## src/rtl/keypad_scanner_pkg.sv

```systemverilog
// -----------------------------------------------------------------------------
// keypad_scanner_pkg
// Shared definitions for the 4x4 keypad scanner and its consumer (the
// calculator state machine): 5-bit key codes, scanner state encodings and
// a few idle/reset constants.
// -----------------------------------------------------------------------------
package keypad_scanner_pkg;

    // Key codes: hex digits map directly, KEY_NONE sits just above them.
    localparam logic [4:0] KEY_0    = 5'h00;
    localparam logic [4:0] KEY_1    = 5'h01;
    localparam logic [4:0] KEY_2    = 5'h02;
    localparam logic [4:0] KEY_3    = 5'h03;
    localparam logic [4:0] KEY_4    = 5'h04;
    localparam logic [4:0] KEY_5    = 5'h05;
    localparam logic [4:0] KEY_6    = 5'h06;
    localparam logic [4:0] KEY_7    = 5'h07;
    localparam logic [4:0] KEY_8    = 5'h08;
    localparam logic [4:0] KEY_9    = 5'h09;
    localparam logic [4:0] KEY_A    = 5'h0A;
    localparam logic [4:0] KEY_B    = 5'h0B;
    localparam logic [4:0] KEY_C    = 5'h0C;
    localparam logic [4:0] KEY_D    = 5'h0D;
    localparam logic [4:0] KEY_E    = 5'h0E;
    localparam logic [4:0] KEY_F    = 5'h0F;
    localparam logic [4:0] KEY_NONE = 5'h10;

    // Scanner state encodings.
    typedef enum logic [1:0] {
        SK_SCAN  = 2'd0,
        SK_DEB   = 2'd1,
        SK_PRESS = 2'd2,
        SK_REL   = 2'd3
    } scan_state_t;

    // All rows released (pulled up) and the first column drive pattern.
    localparam logic [3:0] ROWS_IDLE = 4'hF;
    localparam logic [3:0] COL_FIRST = 4'b1110;

endpackage

```

## src/rtl/keypad_sync.sv

```systemverilog
// -----------------------------------------------------------------------------
// keypad_sync
// Two-flop synchronizer for the four asynchronous, active-low keypad rows.
// Resets to all-ones so the scanner sees "no key" straight out of reset.
//
// Ports
//   clk   in   1  system clock
//   rst   in   1  synchronous, active-high reset
//   din   in   4  raw row_n from the pads
//   dout  out  4  synchronized rows
// -----------------------------------------------------------------------------
module keypad_sync (
    input  logic       clk,
    input  logic       rst,
    input  logic [3:0] din,
    output logic [3:0] dout
);

    logic [3:0] meta;

    always_ff @(posedge clk) begin
        if (rst) begin
            meta <= 4'hF;
            dout <= 4'hF;
        end else begin
            meta <= din;
            dout <= meta;
        end
    end

endmodule

```

## src/rtl/keypad_scanner.sv

```systemverilog
// -----------------------------------------------------------------------------
// keypad_scanner
// Scans a 4x4 hex matrix keypad, debounces press and release, and presents a
// 5-bit key code. key holds the pressed code while the key is down and goes
// back to KEY_NONE only after a debounced release; key_strobe pulses once on
// the cycle a new code first appears.
//
// Key map (row r / column c, c0 = col_n[0]):
//   r0: 1 2 3 A | r1: 4 5 6 B | r2: 7 8 9 C | r3: E 0 F D
//
// Parameters
//   SCAN_DIV      clk cycles per column dwell (>=4), rows sampled on the last
//   DEBOUNCE_CYC  stable cycles needed to accept a press or release (>=2)
//
// Ports
//   clk         in   1  system clock
//   rst         in   1  synchronous, active-high reset
//   row_n       in   4  keypad rows, active-low, asynchronous
//   col_n       out  4  column drive, active-low one-hot
//   key         out  5  current key code or KEY_NONE
//   key_strobe  out  1  one-cycle pulse when a new code is presented
//
// state    | meaning
// SK_SCAN  | rotating columns, sampling rows at the end of each dwell
// SK_DEB   | single row seen; column frozen, waiting for a stable press
// SK_PRESS | key accepted and held; waiting for all rows to go high
// SK_REL   | rows high; waiting for a stable release
// -----------------------------------------------------------------------------
module keypad_scanner
    import keypad_scanner_pkg::*;
#(
    parameter int SCAN_DIV     = 1000,
    parameter int DEBOUNCE_CYC = 20000
) (
    input  logic       clk,
    input  logic       rst,
    input  logic [3:0] row_n,
    output logic [3:0] col_n,
    output logic [4:0] key,
    output logic       key_strobe
);

    localparam int SCAN_W = $clog2(SCAN_DIV);
    localparam int DEB_W  = $clog2(DEBOUNCE_CYC);

    localparam logic [SCAN_W-1:0] SCAN_LAST = SCAN_W'(SCAN_DIV - 1);
    localparam logic [DEB_W-1:0]  DEB_LAST  = DEB_W'(DEBOUNCE_CYC - 1);

    logic [3:0]        rs;
    scan_state_t       state;
    logic [SCAN_W-1:0] scan_cnt;
    logic [DEB_W-1:0]  deb_cnt;
    logic [3:0]        pattern;
    logic [1:0]        col_idx;

    logic              single_low;
    logic [1:0]        row_idx;
    logic [4:0]        key_code;

    keypad_sync u_sync (
        .clk  (clk),
        .rst  (rst),
        .din  (row_n),
        .dout (rs)
    );

    // Only a single low row is a valid press; two or more rows in the same
    // column are ambiguous and left for the next scan pass.
    always_comb begin
        single_low = 1'b0;
        case (rs)
            4'b1110, 4'b1101, 4'b1011, 4'b0111: single_low = 1'b1;
            default:                            single_low = 1'b0;
        endcase
    end

    always_comb begin
        row_idx = 2'd0;
        case (pattern)
            4'b1110: row_idx = 2'd0;
            4'b1101: row_idx = 2'd1;
            4'b1011: row_idx = 2'd2;
            4'b0111: row_idx = 2'd3;
            default: row_idx = 2'd0;
        endcase
    end

    always_comb begin
        key_code = KEY_NONE;
        case ({col_idx, row_idx})
            4'h0: key_code = KEY_1;
            4'h1: key_code = KEY_4;
            4'h2: key_code = KEY_7;
            4'h3: key_code = KEY_E;
            4'h4: key_code = KEY_2;
            4'h5: key_code = KEY_5;
            4'h6: key_code = KEY_8;
            4'h7: key_code = KEY_0;
            4'h8: key_code = KEY_3;
            4'h9: key_code = KEY_6;
            4'hA: key_code = KEY_9;
            4'hB: key_code = KEY_F;
            4'hC: key_code = KEY_A;
            4'hD: key_code = KEY_B;
            4'hE: key_code = KEY_C;
            4'hF: key_code = KEY_D;
            default: key_code = KEY_NONE;
        endcase
    end

    // Counters leave their state on reaching the terminal value, so they
    // never wrap while a state is active.
    always_ff @(posedge clk) begin
        if (rst) begin
            state      <= SK_SCAN;
            col_n      <= COL_FIRST;
            col_idx    <= 2'd0;
            scan_cnt   <= '0;
            deb_cnt    <= '0;
            pattern    <= ROWS_IDLE;
            key        <= KEY_NONE;
            key_strobe <= 1'b0;
        end else begin
            key_strobe <= 1'b0;
            case (state)
                SK_SCAN: begin
                    if (scan_cnt == SCAN_LAST) begin
                        scan_cnt <= '0;
                        if (single_low) begin
                            pattern <= rs;
                            deb_cnt <= '0;
                            state   <= SK_DEB;
                        end else begin
                            col_n   <= {col_n[2:0], col_n[3]};
                            col_idx <= col_idx + 2'd1;
                        end
                    end else begin
                        scan_cnt <= scan_cnt + SCAN_W'(1);
                    end
                end

                SK_DEB: begin
                    if (rs == pattern) begin
                        if (deb_cnt == DEB_LAST) begin
                            key        <= key_code;
                            key_strobe <= 1'b1;
                            state      <= SK_PRESS;
                        end else begin
                            deb_cnt <= deb_cnt + DEB_W'(1);
                        end
                    end else begin
                        scan_cnt <= '0;
                        col_n    <= {col_n[2:0], col_n[3]};
                        col_idx  <= col_idx + 2'd1;
                        state    <= SK_SCAN;
                    end
                end

                // Anything other than all-high (including a second key in
                // this column) keeps the current key held.
                SK_PRESS: begin
                    if (rs == ROWS_IDLE) begin
                        deb_cnt <= '0;
                        state   <= SK_REL;
                    end
                end

                SK_REL: begin
                    if (rs == ROWS_IDLE) begin
                        if (deb_cnt == DEB_LAST) begin
                            key      <= KEY_NONE;
                            scan_cnt <= '0;
                            col_n    <= {col_n[2:0], col_n[3]};
                            col_idx  <= col_idx + 2'd1;
                            state    <= SK_SCAN;
                        end else begin
                            deb_cnt <= deb_cnt + DEB_W'(1);
                        end
                    end else begin
                        // Release glitch: key was never dropped, so no strobe.
                        state <= SK_PRESS;
                    end
                end

                default: state <= SK_SCAN;
            endcase
        end
    end

endmodule

```

## config.mk

```make
export PLATFORM = sky130hd
export DESIGN_NAME = keypad_scanner
export DESIGN_NICKNAME = d
export VERILOG_FILES = /design/src/rtl/keypad_scanner_pkg.sv /design/src/rtl/keypad_sync.sv /design/src/rtl/keypad_scanner.sv
export SDC_FILE = /design/constraint.sdc
export NUM_CORES = 1
export LEC_CHECK = 0
export ABC_AREA = 1
export ABC_CLOCK_PERIOD_IN_PS = 4500
export BUFFER_PORTS_ARGS = -buffer_cell sky130_fd_sc_hd__buf_4
export CAP_MARGIN = 20
export CORE_UTILIZATION = 40
export CTS_CLUSTER_DIAMETER = 200
export DETAILED_ROUTE_END_ITERATION = 16
export GPL_ROUTABILITY_DRIVEN = 1
export PLACE_DENSITY = 0.61
export SYNTH_ARGS = -nofsm -noshare
export SYNTH_HDL_FRONTEND = slang
export SYNTH_SLANG_ARGS = --single-unit
```

## constraint.sdc

```tcl
create_clock -name clk -period 4.5 [get_ports clk]
set_input_delay 0.675 -clock clk [delete_from_list [all_inputs] [get_ports clk]]
set_output_delay 0.675 -clock clk [all_outputs]
set_load 0.005 [all_outputs]
```

==> results.json, run 1 <==
{
  "final_cell_mix": "nand2_1 (130), nor2_1 (65), nand3_1 (54)",
  "cts_root_buf": "clkbuf_8",
  "fp.dieW_um": 87.1,
  "rsz0062_at_grt": "false",
  "final_nets": 474,
  "min_period_ns": 2.23,
  "antenna_found_initial": 0,
  "synthMuxAreaShare_pct": 0,
  "portBuffers": 15,
  "hold_slack_ns": 0.408,
  "postCtsSetupRepairBufs": 0,
  "cts_tree": "built",
  "drive_above_1_share_pct": 12.2,
  "ctsResizeCount": 0,
  "synthXorXnorAreaFrac_pct": 2.12,
  "syn2layout_area_growth_pct": 9.12,
  "holdPathEnd": "u_sync.dout[0]$_SDFF_PP1_",
  "synth_top_family_by_area": "simple AND/OR/NAND/NOR gates",
  "layout_commonest_cell": "nand2_1",
  "grt_pass1_wl_um": 11200,
  "drcViolationCount": 0,
  "slew_headroom_pct": 64.4,
  "fin_crit_sh_pct": 49.6,
  "start_util_pct": 41.9,
  "coreArea_um2": 6910,
  "powerDensity_nw_per_um2": 251,
  "avgSynthCellArea_um2": 6.36,
  "clkTransAtPathRegs_ns": 0.09,
  "met1_length_um": 3210,
  "status": "finished clean",
  "route.met3.wl_um": 204,
  "fmaxAchievable_mhz": 448,
  "ys_seq_area_share_pct": 35.3,
  "ys_ff_latch": 51,
  "stdcell_area_um2": 3160,
  "slew_viol_final": 0,
  "std_cell_rows": 30,
  "fin_tns_setup_ns": 0,
  "finalHoldViolCount": 0,
  "wirelength_um": 6530,
  "fin_skew_ns": 0.00457,
  "avgViaCountPerCell": 4.90,
  "h-tree-depth": 2,
  "worst_pin_slew_ns": 0.533,
  "worstReg2RegEnd": "col_n[3]$_SDFFE_PP1P_",
  "finalSetupViolCount": 0,
  "synth_compound_area_share_pct": 9.55,
  "diodes": 0,
  "p_leak_nw": 1.34,
  "vias": 2760,
  "wl_met2_um": 3060,
  "cts_hold_buf": 0,
  "hold_path.class": "flop to flop",
  "post_synth_num_cell_types": 32,
  "clk_latency_ns": 0.30,
  "grt_overflow": 0,
  "worstHoldStart": "u_sync.meta[0]$_SDFF_PP1_",
  "avgRoutedWirePerCell_um": 11.6,
  "syn_area_um2": 2900,
  "cap_violations": 0,
  "ir_drop_uv": 136,
  "reg2reg_slack_ns": 2.27,
  "dp_hpwl_um": 4670,
  "place_area_um2": 3060,
  "cts_buffers": 5,
  "routabilityCongestion": 0.872,
  "crit_fanout": 17,
  "routed.top_layer": "met4",
  "io_pins": 16,
  "r2r-start": "state[0]$_SDFFE_PP0P_",
  "yosys.area_share.simple_pct": 44.0,
  "yosysWarnings": 0,
  "synthCells": 455,
  "dieArea_um2": 7580,
  "drt_iter0_markers": 126,
  "clk_path_buf_depth": 2,
  "die_height_um": 87.1,
  "worst_r2r_path_depth": 7,
  "critPathLaunch": "state[0]$_SDFFE_PP0P_",
  "ant_nets": 0,
  "start_kind": "flop",
  "path_class": "flop to flop",
  "required_ns": 4.67,
  "dr.pass1.iters": 4,
  "crit_path_end_kind": "flop",
  "synth_nets": 463,
  "first_global_vias": 2533,
  "gr-usage-all-layers_pct": 18.6,
  "hold_path_depth": 1,
  "grt_max_degree": 38,
  "worstPathArrival_ns": 2.40,
  "cts_sinks": 51,
  "synthAdderAreaFrac_pct": 0.864
}
## layout make-up
| type | instances | area, µm² |
|---|---|---|
| Clock buffer | 8 | 100 |
| Fill cell | 747 | 3750 |
| Inverter | 45 | 169 |
| Multi-Input combinational cell | 348 | 1640 |
| Sequential cell | 51 | 1020 |
| Tap cell | 96 | 120 |
| Timing Repair Buffer | 15 | 113 |
## synth_stat cells (all sizes together)
master,number,area (µm²)
nor2,71,295
clkbuf,6,22.5
inv,45,169
buf,5,46.3
ha,2,25.0
a21o,1,7.51
o211ai,1,7.51
a21oi,35,186
a31o,1,8.76
o211a,1,10.0
o21bai,1,7.51
dfxtp,51,1020
nand2,136,531
xor2,6,52.6
xnor2,1,8.76
and3,1,6.26
nand3,54,270
nand3b,1,7.51
or2,9,56.3
nand4,14,87.6
nor3,4,20.0
o21ai,9,48.8
## kinds of logic after synthesis
| group | count (synthesis) |
|---|---|
| adder cells (fa/ha/maj) | 2 |
| AND/OR/NAND/NOR | 290 |
| buffers and inverters | 56 |
| flip-flops | 51 |
| XOR/XNOR | 7 |
| AO/OA/AOI/OAI | 49 |
## worst max-delay path by stage
stage,end,slack [ns],cells after the start
final,col_n[3]$_SDFFE_PP1P_,2.27,7
after global routing,col_n[3]$_SDFFE_PP1P_,1.97,8
after CTS,col_n[3]$_SDFFE_PP1P_,2.26,7
after detailed placement,col_n[3]$_SDFFE_PP1P_,2.28,7
after global placement,col_n[0]$_SDFFE_PP0P_,2.27,8
after floorplan,deb_cnt[10]$_SDFFE_PP0P_,2.82,11
## flip-flops by register name, indices dropped and copies added (netlist names)
signal,count
col_idx,2
key,5
deb_cnt,15
key_strobe,1
u_sync.dout,4
scan_cnt,10
col_n,4
u_sync.meta,4
state,2
pattern,4
## layer usage
layer	track usage, %	vias up
li1	-	1493
met1	23.8	1211
met2	32.1	52
met3	2.84	4
met4	5.76	0
met5	0	-
## per-stage QoR
stage	setup slack [ns]	power, mW	std cells	util (%)
detailed placement	2.28	0.515	555	44.3
CTS	2.26	0.804	563	45.7
finish	2.27	0.793	563	45.7
global route	1.97	0.827	563	45.7
global placement	2.27	0.514	555	44.3
floorplan	2.82	0.505	455	-
## power breakdown
| group | internal (mW) | switching, mW |
|---|---|---|
| Sequential | 0.457 | 0.00555 |
| Combinational | 0.0146 | 0.0275 |
| Clock | 0.141 | 0.148 |
| Total | 0.612 | 0.181 |
## worst max-delay path: stages, from the launching register on
cell	delay (ns)
dfxtp_1	0.65
inv_2	0.28
o21ai_2	0.21
nand2_1	0.09
nor2_2	0.43
nand2_1	0.25
nand2_1	0.11
nand3_1	0.08
Note: power is estimated with default switching activity, not from simulation.
==> inputs of run 2 (changes only) <==
--- a/config.mk
+++ b/config.mk
@@ -5,8 +5,8 @@
 export SDC_FILE = /design/constraint.sdc
 export NUM_CORES = 1
 export LEC_CHECK = 0
-export ABC_AREA = 1
-export ABC_CLOCK_PERIOD_IN_PS = 4500
+export ABC_AREA = 0
+export ABC_CLOCK_PERIOD_IN_PS = 2300
 export BUFFER_PORTS_ARGS = -buffer_cell sky130_fd_sc_hd__buf_4
 export CAP_MARGIN = 20
 export CORE_UTILIZATION = 40
==> constraint.sdc (replaced) <==
create_clock -name clk -period 2.3 [get_ports clk]
set_input_delay 0.345 -clock clk [delete_from_list [all_inputs] [get_ports clk]]
set_output_delay 0.345 -clock clk [all_outputs]
set_load 0.005 [all_outputs]
==> run 2 against run 1 <==
  * Synthesized cell count fell by 32%
  * Sequential cell count did not move
  * Die area down 11%
  * Total power up 110%
  * Routed wire length is 15% lower
  * First-iteration DRC count down 22%
  * Clock power grew 120%
  * Cell count fell by 26%
  * Critical path type unchanged
  * Critical endpoint is now key[2]$_SDFFE_PP0P_
  * Largest cell class unchanged
  * Largest power group unchanged
==> results.json, run 2 <==
{
  "coreArea_um2": 6060,
  "clk_latency_ns": 0.31,
  "finalSetupViolCount": 0,
  "crit_path_end_kind": "flop",
  "largest_reg_flops": 15,
  "synth_nets": 318,
  "cts_buffers": 5,
  "crit_chain": "ha_1 -> nor4bb_1 -> nand4_1 -> or2_2 -> a21o_1 -> a211o_1 -> a21oi_1",
  "hold_path.class": "input pin to flop",
  "synthCells": 310,
  "synthMuxAreaShare_pct": 2.40,
  "syn_area_um2": 2560,
  "syn2layout_area_growth_pct": 17.4,
  "status": "finished clean",
  "synth_top_family_by_area": "simple AND/OR/NAND/NOR gates",
  "start_util_pct": 42.2,
  "worstReg2RegEnd": "key[2]$_SDFFE_PP0P_",
  "grt_max_degree": 40,
  "ant_nets": 0,
  "portBuffers": 15,
  "ys_seq_area_share_pct": 39.9,
  "fp.dieW_um": 82.0,
  "io_pins": 16,
  "first_global_vias": 2091,
  "synthXorXnorAreaFrac_pct": 3.08,
  "p_leak_nw": 1.20,
  "final_cell_mix": "dfxtp_1 (51), buf_4 (38), nand2_1 (29)",
  "drcViolationCount": 0,
  "min_period_ns": 2.19,
  "top_regs": "deb_cnt x15, scan_cnt x10, key x5",
  "synth_top_area_share_pct": 39.9,
  "fillCellCount": 599,
  "grt_overflow": 0,
  "synthFlopType": "dfxtp_1",
  "synthAdderAreaFrac_pct": 0.978,
  "multiInputGateArea_um2": 1430,
  "fin_util_pct": 49.5,
  "cts_root_buf": "clkbuf_8",
  "dieArea_um2": 6720,
  "std_cell_rows": 28,
  "h-tree-depth": 2,
  "die_height_um": 82.0,
  "synth_edf_count": 0,
  "avgSynthCellArea_um2": 8.25,
  "antenna_found_initial": 0,
  "holdPathEnd": "u_sync.meta[2]$_SDFF_PP1_",
  "start_kind": "flop",
  "grt_pass1_wl_um": 9470,
  "clk_path_buf_depth": 2,
  "path_delay_family": "simple AND/OR/NAND/NOR gates",
  "worstPathArrival_ns": 2.44,
  "cp_num_buf_inv": 0,
  "synth_most_common_cell": "dfxtp_1",
  "worst_pin_slew_ns": 0.479,
  "reg2reg_slack_ns": 0.11,
  "synthArstFlopShare_pct": 0,
  "cpPeakStageDelay_ns": 0.40,
  "final_nets": 348,
  "drt_iter0_markers": 98,
  "vias": 2284,
  "fin_crit_sh_pct": 95.4,
  "drive_above_1_share_pct": 18.5,
  "slew_viol_final": 0,
  "finalHoldViolCount": 0,
  "fmaxAchievable_mhz": 456,
  "powerDensity_nw_per_um2": 542,
  "required_ns": 2.55,
  "path_class": "flop to flop",
  "dr.pass1.iters": 4,
  "setup_slack_ns": 0.106,
  "crit_fanout": 9,
  "wirelength_um": 5570,
  "gr-usage-all-layers_pct": 18.3,
  "slew_headroom_pct": 68.1,
  "synth_compound_area_share_pct": 21.5,
  "worstHoldStart": "row_n[2]",
  "routabilityCongestion": 0.792,
  "ys_ff_latch": 51,
  "yosys.area_share.simple_pct": 27.5,
  "rsz0062_at_grt": "true",
  "regMostFlops": "deb_cnt",
  "worst_r2r_path_depth": 7,
  "cts_tree": "built",
  "cap_violations": 0,
  "avgRoutedWirePerCell_um": 13.4,
  "synth_area_leaders": "dfxtp_1 (40%), a21oi_1 (5.1%), nand2_1 (4.3%), nor2_1 (3.5%), a211o_1 (2.7%)",
  "dp_hpwl_um": 4030,
  "clkTransAtPathRegs_ns": 0.10,
  "layout_commonest_cell": "dfxtp_1",
  "r2r-start": "deb_cnt[0]$_SDFFE_PP0P_",
  "fin_skew_ns": 0.0105,
  "post-place-ws_ns": 0.0573,
  "yosysWarnings": 0,
  "crit_slowest_cell": "or2_2",
  "hold_path_depth": 2,
  "diodes": 0,
  "seq_area_um2": 1020,
  "ir_drop_uv": 295,
  "cts_sinks": 51,
  "post_synth_num_cell_types": 51,
  "avgViaCountPerCell": 5.49,
  "yosys.area.top_type": "dfxtp_1",
  "synthTopCellsByCount": "dfxtp_1 (51), nand2_1 (29), a21oi_1 (26), nor2_1 (24), inv_1 (14)"
}
-- run 2: changes by cell type after synthesis, sizes merged, moves of 6 or more --
cell,delta
a211o,+8
nor2,-47
nand2,-107
or3,+8
clkbuf,+6
a21oi,-8
inv,-31
nand3,-41
nand4,-6
and3,+8
-- run 2: metrics by stage --
step           cell area (µm²)  instances  hold slack (ns)  setup TNS, ns  total power [mW]
5_1_grt                   3000        416            0.201        -0.0248              1.68
2_1_floorplan             2560        310            0.389              0             0.974
3_3_place_gp              2870        408            0.393              0             0.998
6_report                  3000        416            0.208              0              1.63
4_1_cts                   2990        416            0.202              0              1.65
3_5_place_dp              2870        408            0.397              0              1.00
-- run 2: worst max-delay path by stage --
stage	startpoint	end	slack, ns	depth (start not counted)
after floorplan	scan_cnt[0]$_SDFFE_PP0P_	deb_cnt[12]$_SDFFE_PP0P_	0.24	7
after global placement	scan_cnt[0]$_SDFFE_PP0P_	deb_cnt[12]$_SDFFE_PP0P_	0.14	7
after detailed placement	scan_cnt[0]$_SDFFE_PP0P_	deb_cnt[12]$_SDFFE_PP0P_	0.06	7
after CTS	scan_cnt[0]$_SDFFE_PP0P_	deb_cnt[12]$_SDFFE_PP0P_	0.03	7
after global routing	scan_cnt[0]$_SDFFE_PP0P_	deb_cnt[8]$_SDFFE_PP0P_	-0.02	7
final	deb_cnt[0]$_SDFFE_PP0P_	key[2]$_SDFFE_PP0P_	0.11	7
-- run 2: power by group --
| group | switching (mW) | leakage [nW] | internal, mW |
|---|---|---|---|
| clock | 0.318 | 0.0587 | 0.330 |
| sequential | 0.00886 | 0.414 | 0.894 |
| combinational | 0.0404 | 0.725 | 0.0360 |
-- run 2: worst reg2reg max path, cell delays in order, from the launching register on --
cell and delay (ns):
dfxtp_1 0.35, ha_1 0.17, nor4bb_1 0.30, nand4_1 0.26
or2_2 0.40, a21o_1 0.26, a211o_1 0.27, a21oi_1 0.14
-- run 2: cells by family after synthesis --
group	after synthesis
flip-flops	51
XOR/XNOR	9
AND/OR/NAND/NOR	132
buffers and inverters	29
adder cells (fa/ha/maj)	2
AO/OA/AOI/OAI	81
multiplexers	6
-- run 2: repair_timing --
item                       CTS  global route
resized for setup            0             4
setup endpoints to repair    0            15
hold buffers                 0             0
setup buffers                0             0
-- run 2: layer usage --
metal	track usage (%)	share of wire [%]
met5	0	0
met4	6.14	1.4
met2	30.2	45
met1	23.6	50
met3	3.67	3.1
-- run 2: layout make-up --
class | instances | area share [%]
clock inverter | 3 | 1.58
tap | 75 | 3.13
inverter | 14 | 1.75
timing repair buffer | 38 | 9.50
multi-input combinational | 230 | 47.8
sequential | 51 | 34.0
clock buffer | 5 | 2.29
==> inputs of run 3 (changes only) <==
--- a/config.mk
+++ b/config.mk
@@ -9,11 +9,11 @@
 export ABC_CLOCK_PERIOD_IN_PS = 2300
 export BUFFER_PORTS_ARGS = -buffer_cell sky130_fd_sc_hd__buf_4
 export CAP_MARGIN = 20
-export CORE_UTILIZATION = 40
+export CORE_UTILIZATION = 50
 export CTS_CLUSTER_DIAMETER = 200
 export DETAILED_ROUTE_END_ITERATION = 16
 export GPL_ROUTABILITY_DRIVEN = 1
-export PLACE_DENSITY = 0.61
+export PLACE_DENSITY = 0.73
 export SYNTH_ARGS = -nofsm -noshare
 export SYNTH_HDL_FRONTEND = slang
 export SYNTH_SLANG_ARGS = --single-unit
==> run 3 against run 2 <==
  * Register-to-register slack improved by 0.06 ns
  * Cell count fell by 2.6%
  * Critical path depth did not move
  * Critical path type unchanged
  * Critical endpoint is now deb_cnt[12]$_SDFFE_PP0P_
  * Largest cell class unchanged
==> results.json, run 3 (synthesized netlist as in run 2, its figures left out) <==
{
  "hold_slack_ns": 0.227,
  "diodes": 0,
  "coreArea_um2": 4820,
  "layout_commonest_cell": "dfxtp_1",
  "fin_crit_sh_pct": 92.9,
  "status": "finished clean",
  "reg2reg_slack_ns": 0.16,
  "required_ns": 2.54,
  "cts_tree": "built",
  "final_cell_mix": "dfxtp_1 (49), buf_4 (34), nand2_1 (29)",
  "final_nets": 345,
  "portBuffers": 15,
  "r2r-start": "scan_cnt[0]$_SDFFE_PP0P_",
  "h-tree-depth": 2,
  "cts_root_buf": "clkbuf_8",
  "p_leak_nw": 1.17,
  "grt_overflow": 0,
  "avgViaCountPerCell": 5.59,
  "worstHoldStart": "row_n[2]",
  "place_area_um2": 2850,
  "path_class": "flop to flop",
  "grt_pass1_wl_um": 8750,
  "antenna_found_initial": 0,
  "drcViolationCount": 0,
  "crit_path_end_kind": "flop",
  "ir_drop_uv": 372,
  "start_util_pct": 53.1,
  "finalHoldViolCount": 0,
  "fin_tns_setup_ns": 0,
  "clkTransAtPathRegs_ns": 0.09,
  "hold_path_depth": 2,
  "clk_path_buf_depth": 2,
  "fillCellCount": 432,
  "fin_util_pct": 62.1,
  "routabilityCongestion": 0.848,
  "dr.pass1.iters": 4,
  "min_period_ns": 2.14,
  "worstReg2RegEnd": "deb_cnt[12]$_SDFFE_PP0P_",
  "die_height_um": 73.5,
  "cts_sinks": 51,
  "worst_pin_slew_ns": 0.413,
  "syn2layout_area_growth_pct": 16.9,
  "clk_latency_ns": 0.30,
  "first_global_vias": 1977,
  "gr-usage-all-layers_pct": 20.6,
  "hold_path.class": "input pin to flop",
  "rsz0062_at_grt": "false",
  "finalSetupViolCount": 0,
  "ctsResizeCount": 0,
  "cap_violations": 0,
  "drt_iter0_markers": 133,
  "seq_area_um2": 1020,
  "start_kind": "flop",
  "fp.dieW_um": 73.5,
  "io_pins": 16,
  "top_regs": "deb_cnt x15, scan_cnt x10, key x5",
  "holdPathEnd": "u_sync.meta[2]$_SDFF_PP1_",
  "postCtsSetupRepairBufs": 0,
  "worstPathArrival_ns": 2.37,
  "cts_buffers": 5,
  "drive_above_1_share_pct": 19.2,
  "wirelength_um": 5330,
  "vias": 2264,
  "dp_hpwl_um": 3770,
  "fmaxAchievable_mhz": 468,
  "cts_hold_buf": 0,
  "largest_reg_flops": 15,
  "grt_max_degree": 40,
  "slew_headroom_pct": 72.4,
  "ant_nets": 0,
  "avgRoutedWirePerCell_um": 13.2,
  "crit_fanout": 16,
  "fin_skew_ns": 0.0103,
  "powerDensity_nw_per_um2": 510,
  "post-place-ws_ns": 0.0275,
  "regMostFlops": "deb_cnt",
  "slew_viol_final": 0,
  "std_cell_rows": 25,
  "dieArea_um2": 5410,
  "multiInputGateArea_um2": 1460,
  "setup_slack_ns": 0.163,
  "worst_r2r_path_depth": 7,
  "stdcell_area_um2": 2990
}
run 3: changes by cell type in the layout (fill, tap and decap cells not counted), sizes merged:
cell      change
buf           -3
bufinv        -1
clkbuf        +1
clkinvlp      +1
inv           -1
run 3: layer usage:
layer / wire, µm / global-route usage [%] / up-vias
li1: - / - / 1175
met1: 2680 / 28.5 / 1046
met2: 2410 / 32.6 / 41
met3: 215 / 3.29 / 2
met4: 29 / 7.05 / 0
met5: 0 / 0 / -
run 3: worst max-delay path, stage by stage (launching register included):
cell and delay, ns:
dfxtp_2 0.36, ha_1 0.17, and4bb_2 0.24, nand3_1 0.13, a211o_1 0.29, a21o_4 0.28
or4_1 0.47, a21oi_1 0.15
run 3: worst max-delay path by stage:
stage,startpoint,endpoint,slack (ns)
2_1_floorplan,scan_cnt[0]$_SDFFE_PP0P_,deb_cnt[12]$_SDFFE_PP0P_,0.24
3_3_place_gp,scan_cnt[0]$_SDFFE_PP0P_,deb_cnt[12]$_SDFFE_PP0P_,0.10
3_5_place_dp,scan_cnt[0]$_SDFFE_PP0P_,deb_cnt[8]$_SDFFE_PP0P_,0.03
4_1_cts,scan_cnt[0]$_SDFFE_PP0P_,deb_cnt[12]$_SDFFE_PP0P_,0.003
5_1_grt,u_sync.dout[2]$_SDFF_PP1_,deb_cnt[12]$_SDFFE_PP0P_,0.01
6_report,scan_cnt[0]$_SDFFE_PP0P_,deb_cnt[12]$_SDFFE_PP0P_,0.16
run 3: through the flow:
stage | instances | power [mW]
floorplan | 310 | 0.974
global placement | 397 | 0.999
detailed placement | 397 | 1.00
CTS | 405 | 1.54
global route | 405 | 1.59
finish | 405 | 1.53
run 3: power breakdown:
group          leakage, nW  internal, mW  switching (mW)  total (mW)
clock               0.0474         0.246           0.295       0.541
sequential           0.414         0.894          0.0108       0.905
combinational        0.711        0.0390          0.0400      0.0791
run 3: final cells by class:
cell class	count	area share, %
Sequential cell	51	34.2
Tap cell	67	2.80
Multi-Input combinational cell	230	48.7
Clock buffer	6	2.76
Timing Repair Buffer	35	9.20
Inverter	14	1.76
Clock inverter	2	0.544
